==> src/rtl/data_type_pkg.sv <==
// Shared types for the pipelined floating-point multiplier: flag bundle,
// operand classes and the canonical quiet-NaN encoding for any exp/frac width.
package data_type_pkg;

    localparam int DEF_EXP_W  = 8;
    localparam int DEF_FRAC_W = 7;

    typedef struct packed {
        logic invalid;
        logic overflow;
        logic underflow;
        logic inexact;
    } fp_flags_t;

    typedef enum logic [1:0] {
        ZERO = 2'd0,
        NORM = 2'd1,
        INF  = 2'd2,
        NAN  = 2'd3
    } fp_class_t;

    // Sign 0, exponent all ones, fraction MSB set; caller truncates to its width.
    function automatic logic [63:0] fp_qnan(input int exp_w, input int frac_w);
        logic [63:0] ones_v;
        ones_v = (64'd1 << exp_w) - 64'd1;
        return (ones_v << frac_w) | (64'd1 << (frac_w - 1));
    endfunction

endpackage

==> src/rtl/fp_mul_norm.sv <==
// Final stage of fp_mul_pipe: normalise the significand product, round, detect
// exponent range limits and pack. Rounding is RNE with FP_MUL_RNE_EN, else truncate.
module fp_mul_norm
    import data_type_pkg::*;
#(
    parameter int EXP_W  = DEF_EXP_W,
    parameter int FRAC_W = DEF_FRAC_W
) (
    input  logic                        sign,
    input  logic signed [EXP_W+1:0]     exp,
    input  logic [2*FRAC_W+1:0]         prod,
    input  fp_class_t                   cls,
    input  logic                        invalid,
    output logic [EXP_W+FRAC_W:0]       res,
    output fp_flags_t                   flags
);

    localparam int W   = 1 + EXP_W + FRAC_W;
    localparam int P   = 2 * FRAC_W + 2;
    localparam int EW2 = EXP_W + 2;
    localparam logic [W-1:0]          QNAN    = W'(fp_qnan(EXP_W, FRAC_W));
    localparam logic signed [EW2-1:0] EXP_MAX = EW2'((1 << EXP_W) - 1);
    localparam logic signed [EW2-1:0] EXP_MIN = {EW2{1'b0}};

    logic [P-1:0]            norm_s;
    logic [FRAC_W-1:0]       frac_s;
    logic [FRAC_W:0]         rem_s;
    logic                    round_up_s;
    logic [FRAC_W:0]         frac_rnd_s;
    logic signed [EW2-1:0]   exp_s;

    // Normalise so the leading one sits at P-1, round, then classify the exponent.
    always_comb begin
        norm_s     = prod[P-1] ? prod : {prod[P-2:0], 1'b0};
        frac_s     = norm_s[P-2 -: FRAC_W];
        rem_s      = norm_s[FRAC_W:0];
`ifdef FP_MUL_RNE_EN
        round_up_s = rem_s[FRAC_W] & ((|rem_s[FRAC_W-1:0]) | frac_s[0]);
`else
        round_up_s = 1'b0;
`endif
        frac_rnd_s = {1'b0, frac_s} + {{FRAC_W{1'b0}}, round_up_s};
        exp_s      = exp
                   + $signed({{(EW2-1){1'b0}}, prod[P-1]})
                   + $signed({{(EW2-1){1'b0}}, frac_rnd_s[FRAC_W]});

        res   = {W{1'b0}};
        flags = 4'b0000;
        case (cls)
            NAN: begin
                res           = QNAN;
                flags.invalid = invalid;
            end
            INF:  res = {sign, {EXP_W{1'b1}}, {FRAC_W{1'b0}}};
            ZERO: res = {sign, {(W-1){1'b0}}};
            NORM: begin
                if (exp_s >= EXP_MAX) begin
                    res            = {sign, {EXP_W{1'b1}}, {FRAC_W{1'b0}}};
                    flags.overflow = 1'b1;
                    flags.inexact  = 1'b1;
                end else if (exp_s <= EXP_MIN) begin
                    res             = {sign, {(W-1){1'b0}}};
                    flags.underflow = 1'b1;
                    flags.inexact   = 1'b1;
                end else begin
                    res           = {sign, exp_s[EXP_W-1:0], frac_rnd_s[FRAC_W-1:0]};
                    flags.inexact = |rem_s;
                end
            end
            default: res = QNAN;
        endcase
    end

endmodule

==> src/rtl/fp_mul_pipe.sv <==
// Three-stage valid/ready floating-point multiplier (classify, multiply, normalise).
// Define FP_MUL_RNE_EN for round-to-nearest-even; default build truncates.
module fp_mul_pipe
    import data_type_pkg::*;
#(
    parameter int EXP_W  = DEF_EXP_W,
    parameter int FRAC_W = DEF_FRAC_W,
    parameter int TAG_W  = 4
) (
    input  logic                     clk,
    input  logic                     rst,
    input  logic                     in_valid,
    output logic                     in_ready,
    input  logic [EXP_W+FRAC_W:0]    in_a,
    input  logic [EXP_W+FRAC_W:0]    in_b,
    input  logic [TAG_W-1:0]         in_tag,
    output logic                     out_valid,
    input  logic                     out_ready,
    output logic [EXP_W+FRAC_W:0]    out_res,
    output logic [TAG_W-1:0]         out_tag,
    output logic [3:0]               out_flags
);

    localparam int W   = 1 + EXP_W + FRAC_W;
    localparam int M   = FRAC_W + 1;
    localparam int P   = 2 * M;
    localparam int EW2 = EXP_W + 2;
    localparam logic [EW2-1:0] BIAS = EW2'((1 << (EXP_W - 1)) - 1);

    function automatic fp_class_t classify(input logic [W-1:0] x);
        if (x[W-2:FRAC_W] == {EXP_W{1'b0}}) begin
            return ZERO;
        end else if (x[W-2:FRAC_W] == {EXP_W{1'b1}}) begin
            return (x[FRAC_W-1:0] == {FRAC_W{1'b0}}) ? INF : NAN;
        end else begin
            return NORM;
        end
    endfunction

    logic             s1_valid_r, s2_valid_r, out_valid_r;
    logic             s1_sign_r, s2_sign_r;
    logic [EW2-1:0]   s1_exp_r, s2_exp_r;
    logic [M-1:0]     s1_ma_r, s1_mb_r;
    logic [P-1:0]     s2_prod_r;
    fp_class_t        s1_cls_r, s2_cls_r;
    logic             s1_invalid_r, s2_invalid_r;
    logic [TAG_W-1:0] s1_tag_r, s2_tag_r, out_tag_r;
    logic [W-1:0]     out_res_r;
    fp_flags_t        out_flags_r;

    fp_class_t        cls_a_s, cls_b_s, res_cls_s;
    logic             invalid_s;
    logic [EW2-1:0]   exp_sum_s;
    logic             load_out_s, load_s2_s, load_s1_s;
    logic [W-1:0]     norm_res_s;
    fp_flags_t        norm_flags_s;

    assign load_out_s = !out_valid_r || out_ready;
    assign load_s2_s  = !s2_valid_r || load_out_s;
    assign load_s1_s  = !s1_valid_r || load_s2_s;
    assign in_ready   = load_s1_s;

    // Resolve special operand combinations; NaN dominates, zero x inf is invalid.
    always_comb begin
        cls_a_s   = classify(in_a);
        cls_b_s   = classify(in_b);
        invalid_s = 1'b0;
        exp_sum_s = {2'b00, in_a[W-2:FRAC_W]} + {2'b00, in_b[W-2:FRAC_W]} - BIAS;
        if (cls_a_s == NAN || cls_b_s == NAN) begin
            res_cls_s = NAN;
        end else if ((cls_a_s == ZERO && cls_b_s == INF) || (cls_a_s == INF && cls_b_s == ZERO)) begin
            res_cls_s = NAN;
            invalid_s = 1'b1;
        end else if (cls_a_s == INF || cls_b_s == INF) begin
            res_cls_s = INF;
        end else if (cls_a_s == ZERO || cls_b_s == ZERO) begin
            res_cls_s = ZERO;
        end else begin
            res_cls_s = NORM;
        end
    end

    // Stage 1 register: classified operands with biased exponent sum.
    always_ff @(posedge clk or posedge rst) begin
        if (rst) begin
            s1_valid_r   <= 1'b0;
            s1_sign_r    <= 1'b0;
            s1_exp_r     <= {EW2{1'b0}};
            s1_ma_r      <= {M{1'b0}};
            s1_mb_r      <= {M{1'b0}};
            s1_cls_r     <= ZERO;
            s1_invalid_r <= 1'b0;
            s1_tag_r     <= {TAG_W{1'b0}};
        end else if (load_s1_s) begin
            s1_valid_r   <= in_valid;
            s1_sign_r    <= in_a[W-1] ^ in_b[W-1];
            s1_exp_r     <= exp_sum_s;
            s1_ma_r      <= {1'b1, in_a[FRAC_W-1:0]};
            s1_mb_r      <= {1'b1, in_b[FRAC_W-1:0]};
            s1_cls_r     <= res_cls_s;
            s1_invalid_r <= invalid_s;
            s1_tag_r     <= in_tag;
        end
    end

    // Stage 2 register: full-width significand product.
    always_ff @(posedge clk or posedge rst) begin
        if (rst) begin
            s2_valid_r   <= 1'b0;
            s2_sign_r    <= 1'b0;
            s2_exp_r     <= {EW2{1'b0}};
            s2_prod_r    <= {P{1'b0}};
            s2_cls_r     <= ZERO;
            s2_invalid_r <= 1'b0;
            s2_tag_r     <= {TAG_W{1'b0}};
        end else if (load_s2_s) begin
            s2_valid_r   <= s1_valid_r;
            s2_sign_r    <= s1_sign_r;
            s2_exp_r     <= s1_exp_r;
            s2_prod_r    <= {{M{1'b0}}, s1_ma_r} * {{M{1'b0}}, s1_mb_r};
            s2_cls_r     <= s1_cls_r;
            s2_invalid_r <= s1_invalid_r;
            s2_tag_r     <= s1_tag_r;
        end
    end

    fp_mul_norm #(
        .EXP_W  (EXP_W),
        .FRAC_W (FRAC_W)
    ) u_norm (
        .sign    (s2_sign_r),
        .exp     ($signed(s2_exp_r)),
        .prod    (s2_prod_r),
        .cls     (s2_cls_r),
        .invalid (s2_invalid_r),
        .res     (norm_res_s),
        .flags   (norm_flags_s)
    );

    // Output register; payload only changes when a valid result moves in.
    always_ff @(posedge clk or posedge rst) begin
        if (rst) begin
            out_valid_r <= 1'b0;
            out_res_r   <= {W{1'b0}};
            out_tag_r   <= {TAG_W{1'b0}};
            out_flags_r <= 4'b0000;
        end else if (load_out_s) begin
            out_valid_r <= s2_valid_r;
            if (s2_valid_r) begin
                out_res_r   <= norm_res_s;
                out_tag_r   <= s2_tag_r;
                out_flags_r <= norm_flags_s;
            end
        end
    end

    assign out_valid = out_valid_r;
    assign out_res   = out_res_r;
    assign out_tag   = out_tag_r;
    assign out_flags = out_flags_r;

endmodule

==> config.mk <==
export PLATFORM = sky130hd
export DESIGN_NAME = fp_mul_pipe
export DESIGN_NICKNAME = d
export VERILOG_FILES = /design/src/rtl/data_type_pkg.sv /design/src/rtl/fp_mul_norm.sv /design/src/rtl/fp_mul_pipe.sv
export SDC_FILE = /design/constraint.sdc
export NUM_CORES = 1
export LEC_CHECK = 0
export ABC_CLOCK_PERIOD_IN_PS = 8700
export CORE_UTILIZATION = 50
export CTS_CLUSTER_SIZE = 10
export DETAILED_ROUTE_END_ITERATION = 6
export HOLD_SLACK_MARGIN = 0.06
export PLACE_DENSITY_LB_ADDON = 0.2
export SYNTH_ARGS = -nofsm -noshare
export SYNTH_HDL_FRONTEND = slang
export SYNTH_SLANG_ARGS = --single-unit
==> constraint.sdc <==
create_clock -name clk -period 8.7 [get_ports clk]
set_clock_uncertainty 0.05 [all_clocks]
set_input_delay 1.74 -clock clk [delete_from_list [all_inputs] [get_ports clk]]
set_output_delay 1.74 -clock clk [all_outputs]
set_load 0.02 [all_outputs]
==> results list, run 1 <==
- Run status: completed
* Worst-skew pair later-pin latency: 0.34 ns
- Distinct cells, synth: 65
* Maximum number of pins on one net before global-route repair: 79
- Across the VDD grid, the largest voltage drop is roughly 150 uV.
* Highest-count cells in the layout ignoring fill and taps: sky130_fd_sc_hd__nand2_1 (192), sky130_fd_sc_hd__dfrtp_1 (94), sky130_fd_sc_hd__clkdlybuf4s50_1 (65)
- Post-synth design cell area: around 0.0067 mm2
* Unrepaired setup endpoints after global routing: false
* Clock tree root driver cell: sky130_fd_sc_hd__clkbuf_16
- # port buffers: between 60 and 70
- Global routing finished with a remaining overflow of 0.
* Syn-to-layout area delta: 15.9%
* Number of setup violations in the final report: 0
- Number of gates resized after CTS: 0
- The biggest area contributor in the post-synthesis netlist is sky130_fd_sc_hd__dfrtp_1.
- For the final routed database, the setup TNS stands at 0 ns.
* Data arrival time at the worst-slack endpoint: roughly 4.1 ns
* Floorplan die height: ~120 um
* Nature of the critical path endpoint: output pin
- Vias post-DR: between 5000 and 6000
- Pin slew with the least headroom to its limit: roughly 0.94 ns
* I/O pin count: 66
- # diodes: 0
* Number of core rows: between 40 and 50
* Clock-pin slew of the registers on the worst-case setup and hold paths: about 0.06 ns
- Synthesis warning total: 0
- Hold Violations, Final: 0
* Core ar.: approximately 0.013 mm2
- TritonCTS built the clock tree.
* Max_cap viols: 0
- Once placement completed, the tool counted placed cells totaling 956.
* Number of DRC violations after detailed routing: 0
- Each instance of the synthesized netlist takes up on average 9.02 um2.
* Number of enable-type register cells in the synthesized netlist: 0
- Req. time, crit path: about 6.9 ns
* Launching element type of the critical path: input port
- The via count of the first global-routing pass is approximately 5200.
- Total Routing Usage GR: a little over a fifth
- Min-Delay Path Class: register to register
* Final critical delay including setup and external delays: between 5 and 6 ns
* Power per unit of standard cell area: ~290 mW/mm2
- Number of nets in the synthesized netlist: about 870
- Static Leak: about 3.7 nW
* Die width: roughly 120 um
* HPWL after detailed placement: 10600 um
* Dominant synthesized flop cell: sky130_fd_sc_hd__dfrtp_1
* H-tree depth reported by CTS: 3
- Maximum achievable frequency: about 170 MHz
- 1st-pass router iterations: 4
- Aggregate routed wire length: around 14000 um
- The final-report max-slew violation count came to 0.
- Once layout is complete, the cells apart from fillers number between 900 and 1000.
- Layout cells sized above 1: under 10%
* Class of the most critical setup path: input port to output pin
- In this run the worst path has a maximum fanout of 37.
- No sink is reached through more buffers than the 2 on the longest clock path.
- Number of buffers inserted during clock tree synthesis: 9
* 1st-iter DRT viols: between 200 and 300
* Average wire per cell in the routed design: about 14 um
* Routability cong.: approximately 0.9
- Worst relative slew slack: between 30 and 40%
- Of the synthesized area, sequential elements account for about a third.
- The top cell type by area accounts for between 30% and 40% of the synthesized area.
- Final-stage net count: slightly above 900
* Routed via count divided by cell count: 5.33
* Post-CTS Repair Setup Buffers: 0
* Number of clock sinks: 94
- The initial utilization of the core area, before any placement, comes to 52.3%.
* Antenna violations before repair: 0
* Post-cts hold buffer count: 0
- Antenna-violating nets left: 0
- Most common cell after layout, fill and taps aside: sky130_fd_sc_hd__nand2_1
- The die covers about 0.014 mm2.
* Register bit count reported by yosys: 94
- By area the synthesized netlist is led by sky130_fd_sc_hd__dfrtp_1 (35%), sky130_fd_sc_hd__fa_1 (11%), sky130_fd_sc_hd__nand2_1 (11%), sky130_fd_sc_hd__ha_1 (9.9%), sky130_fd_sc_hd__and2_1 (5.0%).
* Utilization of the core after routing: about 60%
* Post-route clock period utilization: around two thirds
- First-pass GRT wire length: between 20000 and 25000 um
- The cell count after synthesis came out at roughly 740.
- For this run, asynchronously set or reset flops after synthesis account for 100%.
==> state kept, by name, indices dropped and copies added (netlist names), 2 cells and up <==
name,cells
out_tag,4
s1_cls_r,2
s2_prod_r,16
out_flags,4
s1_mb_r,7
s1_tag_r,4
s2_cls_r,2
out_res,16
s1_ma_r,8
s1_exp_r,10
s2_exp_r,10
s2_tag_r,4
==> power breakdown <==
group          switching, mW  internal (mW)
logic                  0.643          0.532
registers              0.114          0.558
clock network          0.160          0.259
==> cell usage after synthesis, types with 11 or more instances <==
library cell,number
sky130_fd_sc_hd__a21oi_1,21
sky130_fd_sc_hd__clkbuf_1,21
sky130_fd_sc_hd__nand2_1,192
sky130_fd_sc_hd__nor4_1,11
sky130_fd_sc_hd__o21ai_0,27
sky130_fd_sc_hd__nor2_1,22
sky130_fd_sc_hd__inv_1,62
sky130_fd_sc_hd__dfrtp_1,94
sky130_fd_sc_hd__and2_1,54
sky130_fd_sc_hd__fa_1,37
sky130_fd_sc_hd__ha_1,53
==> kinds of logic (layout without fill, tap and decap cells) <==
| kind of cell | count (synthesis) | in the layout | share of synthesized area (%) |
|---|---|---|---|
| compound gates | 113 | 113 | 11.7 |
| xor+xnor | 16 | 16 | 2.09 |
| fa+ha+maj | 90 | 90 | 20.9 |
| buf+inv | 92 | 147 | 5.75 |
| flops | 94 | 94 | 35.1 |
| mux | 7 | 7 | 1.04 |
| simple gates | 332 | 332 | 23.4 |
==> critical path: stages <==
cell                              delay (ns)
sky130_fd_sc_hd__clkdlybuf4s50_1        0.50
sky130_fd_sc_hd__and3b_1                0.19
sky130_fd_sc_hd__buf_4                  0.23
sky130_fd_sc_hd__and2_1                 0.22
sky130_fd_sc_hd__inv_2                  0.43
sky130_fd_sc_hd__clkdlybuf4s50_1        0.72
==> per-stage QoR <==
step / worst slack [ns] / instance area, um2 / power [mW] / hold WS [ns]
after global routing: 2.74 / 7770 / 2.46 / 0.439
after detailed placement: 2.91 / 7460 / 1.85 / 0.404
after floorplan: 4.05 / 6710 / 1.53 / 0.388
after CTS: 2.89 / 7770 / 2.28 / 0.421
final: 2.86 / 7770 / 2.26 / 0.417
after global placement: 2.93 / 7460 / 1.80 / 0.401
==> per-layer routing <==
layer	vias up	GRT usage (%)	routed length, um	share of wire [%]
met5	-	0	0	0
met4	0	7.77	240	1.7
met3	15	3.34	461	3.3
met2	103	34.4	6400	46
met1	2457	29.6	6750	49
li1	2597	-	-	-
==> worst paths after layout <==
check,slack (ns),cells past startpoint,to,start
setup / recovery,2.86,6,in_ready,out_ready
hold / removal,0.42,2,s2_sign_r,s2_sign_r
setup reg to reg,4.22,14,s2_prod_r[14],s1_ma_r[7]
hold reg to reg,0.42,2,s2_sign_r,s2_sign_r
max in group asynchronous,5.77,3,out_res[15],rst
min in group asynchronous,1.61,2,s1_exp_r[0],rst
==> final cells by class <==
class | instances | area (um2)
multi-input cells | 558 | 3970
fillers | 1139 | 5050
flip-flops and latches | 94 | 2350
clock inverters | 3 | 68.8
well taps | 172 | 215
clock buffers | 12 | 246
repair buffers | 69 | 681
inverters | 63 | 238
(Power assumes the default switching activity.)
==> run 2: changes to the inputs <==
--- a/config.mk
+++ b/config.mk
@@ -5,7 +5,7 @@
 export SDC_FILE = /design/constraint.sdc
 export NUM_CORES = 1
 export LEC_CHECK = 0
-export ABC_CLOCK_PERIOD_IN_PS = 8700
+export ABC_CLOCK_PERIOD_IN_PS = 5600
 export CORE_UTILIZATION = 50
 export CTS_CLUSTER_SIZE = 10
 export DETAILED_ROUTE_END_ITERATION = 6
==> constraint.sdc (replaced) <==
create_clock -name clk -period 5.6 [get_ports clk]
set_clock_uncertainty 0.05 [all_clocks]
set_input_delay 1.12 -clock clk [delete_from_list [all_inputs] [get_ports clk]]
set_output_delay 1.12 -clock clk [all_outputs]
set_load 0.02 [all_outputs]
==> run 2 against run 1 <==
Against the previous run:
- sequential share of layout area about the same
- clock power is 49% higher
- count of clock-buffer cells in the layout fell by 2
- largest cell class unchanged
- utilization shrank 0.059 points
- register-to-register slack got worse by 3.1 ns
- critical endpoint is now s2_prod_r[14]
- wire length down 0.87%
==> results list, run 2 (synthesis gave the netlist of run 1 again) <==
* Starting utilization of the core area: 52.3% (unchanged)
* Launching element type of the critical path: register (was input port)
- Via count of the first global-routing pass: 5208 (was 5243)
* Maximum achievable frequency: 222 MHz
- # port buffers: 65 (unchanged)
- Total Routing Usage GR: 21.4% (was 21.5%)
- Post-route clock period utilization: between 80% and 90%
* Overall die area: 0.0139 mm2 (unchanged)
* Syn-to-layout area delta: 15.7% (was 15.9%)
* Routed via count divided by cell count: 5.31 (was 5.33)
- Min-Delay Path Class: register to register (unchanged)
- Number of buffers on the longest clock path: 2 (unchanged)
- # diodes: 0 (unchanged)
- The smallest clock period supported by the final layout is computed as between 4 and 5 ns.
* Cell with the biggest individual delay on the critical path: sky130_fd_sc_hd__dfrtp_1 (was sky130_fd_sc_hd__clkdlybuf4s50_1)
* Maximum number of pins on one net before global-route repair: 58 (was 79)
- The post-detailed-route count of antenna-violating nets is 0 (unchanged).
- The total power density per cell area was 446 mW/mm2 (was 291 mW/mm2).
* Core ar.: 0.0128 mm2 (unchanged)
* Number of buffers inserted during clock tree synthesis: 9 (unchanged)
- Layout cells sized above 1: 4.25% (was 3.88%)
- The initial antenna violation count was 0 (unchanged).
* Nature of the critical path endpoint: register (was output pin)
* Final global-route overflow total: 0 (unchanged)
- Routability cong.: 0.873 (was 0.906)
* HPWL after detailed placement: 10600 um (about the same)
- Setup total negative slack: 0 ns (unchanged)
- The total length of routed wires is 13700 um (was 13900 um).
- The final worst hold slack came to 0.418 ns (was 0.417 ns).
* Vias post-DR: 5165 (was 5172)
- The leakage power summed over all cells is 3.72 nW (was 3.73 nW).
- The number of max-cap violations came to 0 (unchanged).
- The hold buffer count at cts came to 0 (unchanged).
- Clock tree root driver cell: sky130_fd_sc_hd__clkbuf_16 (unchanged)
- The worst path arrival time came to 4.69 ns (was 4.05 ns).
* Number of clock sinks: 94 (unchanged)
- Count of final max-slew check failures: 0 (unchanged)
* I/O pin count: 66 (unchanged)
* Clock tree from TritonCTS: yes (unchanged)
- Run status: completed (unchanged).
- H-tree depth reported by CTS: 3 (unchanged)
* Worst-skew pair later-pin latency: 0.34 ns (about the same)
- Clock-pin slew of the registers on the worst-case setup and hold paths: 0.07 ns (was 0.06 ns)
* Number of core rows: 41 (unchanged)
- Class of the most critical setup path: register to register (was input port to output pin)
* Critical path's largest stage delay: 0.62 ns (was 0.72 ns)
- The final number of hold-violating endpoints was 0 (unchanged).
- Number of DRC violations after detailed routing: 0 (unchanged)
* Most common cell after layout, fill and taps aside: sky130_fd_sc_hd__nand2_1 (unchanged)
- The average detailed-routed wire length per instance came to 14.1 um (was 14.3 um).
* Final-stage net count: 925 (unchanged)
- Number of setup violations in the final report: 0 (unchanged)
* 1st-pass router iterations: 4 (unchanged)
- Floorplan die height: 118 um (unchanged)
- The overall die width came to 118 um (unchanged).
* Number of gates resized after CTS: 0 (unchanged)
* Most used cell, CP: sky130_fd_sc_hd__fa_1 (was sky130_fd_sc_hd__clkdlybuf4s50_1)
* Highest-count cells in the layout ignoring fill and taps: sky130_fd_sc_hd__nand2_1 (192), sky130_fd_sc_hd__dfrtp_1 (94), sky130_fd_sc_hd__clkdlybuf4s50_1 (65) (unchanged)
* Ordered list of cells on the worst path: nand2_1 -> fa_1 -> fa_1 -> inv_1 -> fa_1 -> inv_1 -> fa_1 -> inv_1 -> ha_1 -> nor3_1 -> nor2_1 -> a31o_2 -> a31o_2 -> a211oi_1 (was clkdlybuf4s50_1 -> and3b_1 -> buf_4 -> and2_1 -> inv_2 -> clkdlybuf4s50_1)
* Post-CTS Repair Setup Buffers: 0 (unchanged)
- Pin slew with the least headroom to its limit: 1.12 ns (was 0.936 ns)
- Unrepaired setup endpoints after global routing: false (unchanged)
- Worst relative slew slack: 24.9% (was 37.6%)
* Worst VDD drop: 242 uV (was 147 uV)
- Highest fanout seen on the critical path: 16 (was 37)
- First-pass GRT wire length: 24300 um (was 24500 um)
- The violation count after the first detailed-route iteration was 291 (was 283).
- Req. time, crit path: 5.79 ns (was 6.91 ns)
run 2: cell type report:
cell class              count  area (um2)
fillers                  1156        5060
multi-input cells         558        3970
flip-flops and latches     94        2350
repair buffers             69         681
clock buffers              10         239
inverters                  63         238
well taps                 172         215
clock inverters             6        68.8
run 2: stage by stage:
stage                     utilization, %  setup slack [ns]  cells  instance area, um2  power [mW]
after global placement              58.1              1.23    956                7460        2.79
after floorplan                        -              1.28    744                6710        2.38
after detailed placement            58.1              1.13    956                7460        2.84
final                               60.5              1.11    972                7760        3.46
after CTS                           60.5              1.11    972                7760        3.48
after global routing                60.5             0.879    972                7760        3.77
run 2: power by group:
| group | total, mW | switching, mW | internal [mW] | leakage (nW) |
|---|---|---|---|---|
| registers | 1.05 | 0.179 | 0.867 | 1.13 |
| logic | 1.79 | 0.975 | 0.818 | 2.44 |
| clock network | 0.625 | 0.264 | 0.360 | 0.143 |
run 2: layer usage:
| layer | global-route usage (%) | wire length, um | up-vias |
|---|---|---|---|
| li1 | - | - | 2598 |
| met1 | 30.2 | 6870 | 2450 |
| met2 | 33.8 | 6210 | 103 |
| met3 | 2.42 | 421 | 14 |
| met4 | 8.49 | 232 | 0 |
| met5 | 0 | 0 | - |
run 2: worst paths after layout:
| check | startpoint | end | slack (ns) | depth (start not counted) |
|---|---|---|---|---|
| setup / recovery | s1_ma_r[7] | s2_prod_r[14] | 1.11 | 14 |
| setup reg to reg | s1_ma_r[7] | s2_prod_r[14] | 1.11 | 14 |
| hold / removal | out_res[15] | out_res[15] | 0.42 | 2 |
| max in group asynchronous | rst | s1_ma_r[7] | 3.24 | 3 |
| min in group asynchronous | rst | s1_exp_r[6] | 1.12 | 2 |
| hold reg to reg | out_res[15] | out_res[15] | 0.42 | 2 |
run 2: critical path, delay by kind of cell (launching register included):
kind	cells	cell delay [ns]
flops	1	0.62
simple gates	3	0.42
compound gates	3	0.73
buf+inv	3	0.14
fa+ha+maj	5	2.44
